`src/rtl/mux_demux_4ch.sv`:
```
// Registered 4-lane select-and-route: y = lane s of a, g = y placed at lane s, other lanes zero.
// Define MUX_DEMUX_INREG_EN to add an input register stage on a/s (two-cycle latency).
module mux_demux_4ch #(
  parameter int WIDTH = 1
) (
  input  logic                 clk,
  input  logic                 rst,
  input  logic                 en,
  input  logic [4*WIDTH-1:0]   a,
  input  logic [1:0]           s,
  output logic [WIDTH-1:0]     y,
  output logic [4*WIDTH-1:0]   g
);

  logic [4*WIDTH-1:0] a_use;
  logic [1:0]         s_use;
  logic [WIDTH-1:0]   m;
  logic [4*WIDTH-1:0] d;
  logic [WIDTH-1:0]   y_q, y_d;
  logic [4*WIDTH-1:0] g_q, g_d;

`ifdef MUX_DEMUX_INREG_EN
  logic [4*WIDTH-1:0] a_q, a_d;
  logic [1:0]         s_q, s_d;

  assign a_d = en ? a : a_q;
  assign s_d = en ? s : s_q;

  always_ff @(posedge clk) begin
    if (rst) begin
      a_q <= '0;
      s_q <= '0;
    end else begin
      a_q <= a_d;
      s_q <= s_d;
    end
  end

  assign a_use = a_q;
  assign s_use = s_q;
`else
  assign a_use = a;
  assign s_use = s;
`endif

  // Mux and demux share one lane decode so only the selected lane is ever driven.
  always_comb begin
    m = '0;
    d = '0;
    for (int k = 0; k < 4; k++) begin
      if (s_use == 2'(k)) begin
        m                   = a_use[k*WIDTH +: WIDTH];
        d[k*WIDTH +: WIDTH] = a_use[k*WIDTH +: WIDTH];
      end
    end
  end

  assign y_d = en ? m : y_q;
  assign g_d = en ? d : g_q;

  always_ff @(posedge clk) begin
    if (rst) begin
      y_q <= '0;
      g_q <= '0;
    end else begin
      y_q <= y_d;
      g_q <= g_d;
    end
  end

  assign y = y_q;
  assign g = g_q;

endmodule

```
`config.mk`:
```
export PLATFORM = sky130hd
export DESIGN_NAME = mux_demux_4ch
export DESIGN_NICKNAME = d
export VERILOG_FILES = /design/src/rtl/mux_demux_4ch.sv
export SDC_FILE = /design/constraint.sdc
export NUM_CORES = 1
export LEC_CHECK = 0
export ABC_AREA = 0
export CORE_AREA = 2 2 39 41
export DETAILED_ROUTE_END_ITERATION = 7
export DIE_AREA = 0 0 41 43
export GPL_ROUTABILITY_DRIVEN = 0
export GPL_TIMING_DRIVEN = 0
export SLEW_MARGIN = 20
export SYNTH_ARGS = -nofsm -noshare
export SYNTH_HDL_FRONTEND = slang
export SYNTH_SLANG_ARGS = --single-unit
```
`constraint.sdc`:
```
create_clock -name clk -period 2.05 [get_ports clk]
set_input_delay 0.41 -clock clk [delete_from_list [all_inputs] [get_ports clk]]
set_output_delay 0.41 -clock clk [all_outputs]
set_load 0.02 [all_outputs]
```
Word level (Yosys, flattened, before mapping)
Cells that the tools add are included.
- reductions and logical operators: 1
- muxes and demuxes: 7
- eq/ne operators: 3
- operators by type and width (kind ; number):
    $mux 1 ; 7
    $eq 2x2->1 const B ; 2
    $eq 2x1->1 const B ; 1
    $logic_not 2->1 ; 1
- flip-flop bits (word level): 5
- output and inout bits: 5
- input port bits: 9

Depth between registers and ports, before layout
- word-level depth: 5
- depth in mapped cells: 3
- gate-level depth less buffers: 3

Worst setup path after synthesis
Ideal clock, no wire load.
- kind: input -> register
- start: in a[0]
- end: reg y_q, in the netlist y
- buffers on the path: 0
- arrival time: 0.951 ns
- path slack: 0.967 ns
- stages on the path: 3
- required time: 1.918 ns
- path through: nor2b_1 a2111oi_1 nor4_1
- longest elaborated chain between the ends: 4
- RTL lines (what ; line ; source):
    start, declared ; 9 ; input logic [4*WIDTH-1:0] a,
    $mux 1 (4 in a row) ; 51 ; if (s_use == 2'(k)) begin
    end signal, assigned ; 66 ; y_q <= y_d;
    end, declared ; 19 ; logic [WIDTH-1:0] y_q, y_d;
Every way passes these cells.
A chain may end at the register's enable or synchronous reset.

Worst setup path in the final report
- start: reg g_q[2], in the netlist g[2]
- end: out g[2]
- RTL lines (what ; line ; source):
    start, declared ; 20 ; logic [4*WIDTH-1:0] g_q, g_d;
    start signal, assigned ; 67 ; g_q <= g_d;
    end, declared ; 12 ; output logic [4*WIDTH-1:0] g
No word-level cell between the ends.

==> impl_results.md <==
- Share of cells above drive strength 1: 12.2%
- Core Util, Final: 27.9%
- Crit path max-delay family: buffers and inverters
- Clk Tree Root Cell: clkbuf_4
- Cell Chain, Critical Path: clkdlybuf4s50_1
- DR WL/cell: 10.2 microns
- Final setup TNS: 0 ns
- Clock network power share: 44.1%
- Register share of total power: 39.4%
- Pwr Density: 673 nW/um^2
- Synthesis Warnings: 0
- MaxCap Viol Count: 0
- Most frequent cells in the layout: clkdlybuf4s50_1 (13), dfxtp_1 (5), nand2_1 (3), nor2_1 (3), clkbuf_4 (3)
- Switching fraction of total power: 24.6%
- Final HPWL from detailed placement: 436 microns
- Post-synthesis cell area: 209 sq um
- Clock buffer count from CTS: 3
- DR vias/cell: 4.14
- Fin crit period: 1.59 ns
- Largest fanout on the critical path: 2
- Syn Inst Count: 24
- Clock-pin slew on the worst setup and hold paths: 0.05 ns
- Status: finished clean
- Switching power of the nets: 64.1 uW
- Die width: 41 microns
- Int Pwr: 196 uW
- Yosys cell types: 14
- Hold Crit Class: flop to flop
- Synth top area share: 47.9%
- Setup Crit Path Kind: flop to primary output
- Syn Area/Cell: 8.71 sq um
- Worst setup SP type: flop
- Final hold vios: 0
- Vias in the first global route: 215
- H-Tree Depth: 1
- Final setup fails: 0
- Setup Buffers After CTS: 0
- Fillers: 154
- Post-synthesis sequential area ratio: 47.9%
- Initial antenna violation count: 0
- P_leak: 0.139 nW
- Die area: 1760 sq um
- # port buffers: 13
- Routed wire length: 580 microns
- Tcrit/Tclk final: 77.4%
- Rows: 14
- Slew HR: 77.3%
- Area contributors post-synth: dfxtp_1 (48%), nor2b_1 (6.0%), nand2_1 (5.4%)
- First-pass GRT wire length: 869 microns
- Die height: 43 microns
- Worst-case clock skew: 0 ns
- CTS tree: done
- Crit path buf inv count: 1
- Initial DRC Count: 1
- Worst VDD drop: 0.238 mV
- Leading cell type in the layout, fill and taps excluded: clkdlybuf4s50_1
- Fmax: 0.631 GHz
- Initial core utilization: 15.1%
- Syn_nets: 33
- Synth Register Bits: 5
- Worst-Margin Slew: 0.339 ns
- Max Root-Sink Buffers: 2
- Comb pwr share: 16.5%
- 1st-pass router iterations: 4
- Final Max Tran Viols: 0
- GRT Total Usage: 7.94%
- Final net count: 51
- Antenna viol nets, final: 0
- Sink Count: 5
- IO Pins: 14
- Post_cts resized: 0
- DR vias: 236
- Area grow syn2layout: 85.0%
- # DRC: 0
- CP max stage delay: 0.60 ns
- GRT overflow: 0
- Clk_lat worst skew: 0.24 ns
- RSZ-0062 raised after global routing: no
- Inserted Diodes: 0
- Arr. time, crit path: 1.18 ns
- Critical-path top delay cell: clkdlybuf4s50_1
- Crit end category: primary output
- Synth area leader: dfxtp_1
- Largest net degree at the start of global routing: 7
- CTS Hold Bufs: 0
- Required time of the worst setup path: 1.64 ns
- Core footprint: 1380 sq um
[cell usage after synthesis (all sizes together)]
cell type / instances
a2111oi: 1
a211oi: 1
a21oi: 2
a22oi: 1
a32oi: 1
and2b: 1
dfxtp: 5
inv: 1
nand2: 3
nand3: 1
nand4: 1
nor2: 3
nor2b: 2
nor4: 1
[cells by family (layout without fill, tap and decap cells)]
kind of cell,count (synthesis),after routing,share of synthesized area (%)
and+or+nand+nor,12,12,29.3
AOI/OAI and AO/OA,6,6,21.0
DFF,5,5,47.9
buffers and inverters,1,18,1.79
[stage by stage]
step	cells	hold WS (ns)	worst slack, ns	instance area [sq um]	power [mW]
6_report	57	0.469	0.464	387	0.260
5_1_grt	57	0.506	0.412	387	0.275
4_1_cts	57	0.471	0.438	387	0.268
3_5_place_dp	53	0.457	0.360	359	0.147
3_3_place_gp	53	0.455	0.355	359	0.147
2_1_floorplan	24	0.479	0.967	209	0.119
[routing by layer]
layer / GRT usage [%] / wire, microns / up-vias
met4: 8.00 / 0 / 0
met2: 8.13 / 238 / 9
li1: - / - / 122
met3: 5.24 / 77 / 0
met5: 0 / 0 / -
met1: 10.0 / 264 / 105
[power groups by stage]
stage          logic (mW)  clock network, mW  registers (mW)
3_5_place_dp       0.0427                  0           0.104
6_report           0.0430              0.115           0.102
3_3_place_gp       0.0429                  0           0.104
4_1_cts            0.0431              0.122           0.103
2_1_floorplan      0.0100                  0           0.109
5_1_grt            0.0464              0.126           0.103
[registers in the layout, summed over array words and instances (netlist names)]
signal  cells
y           1
g           4
[path summary, 6_finish.rpt]
| path | endpoint | startpoint | slack [ns] | cells past startpoint |
|---|---|---|---|---|
| min | g[3] | g[3] | 0.47 | 2 |
| max reg2reg | g[0] | g[0] | 1.42 | 2 |
| min reg2reg | g[3] | g[3] | 0.47 | 2 |
| max | g[2] | g[2] | 0.46 | 1 |
[area by class of cell]
| type | instances | area [sq um] | share of cell area [%] |
|---|---|---|---|
| well taps | 16 | 20.0 | 5.18 |
| multi-input cells | 18 | 105 | 27.2 |
| clock inverters | 1 | 5.00 | 1.29 |
| clock buffers | 3 | 22.5 | 5.83 |
| flip-flops and latches | 5 | 100 | 25.9 |
| repair buffers | 13 | 130 | 33.7 |
| inverters | 1 | 3.75 | 0.971 |
Note: power is estimated with default switching activity, not from simulation.
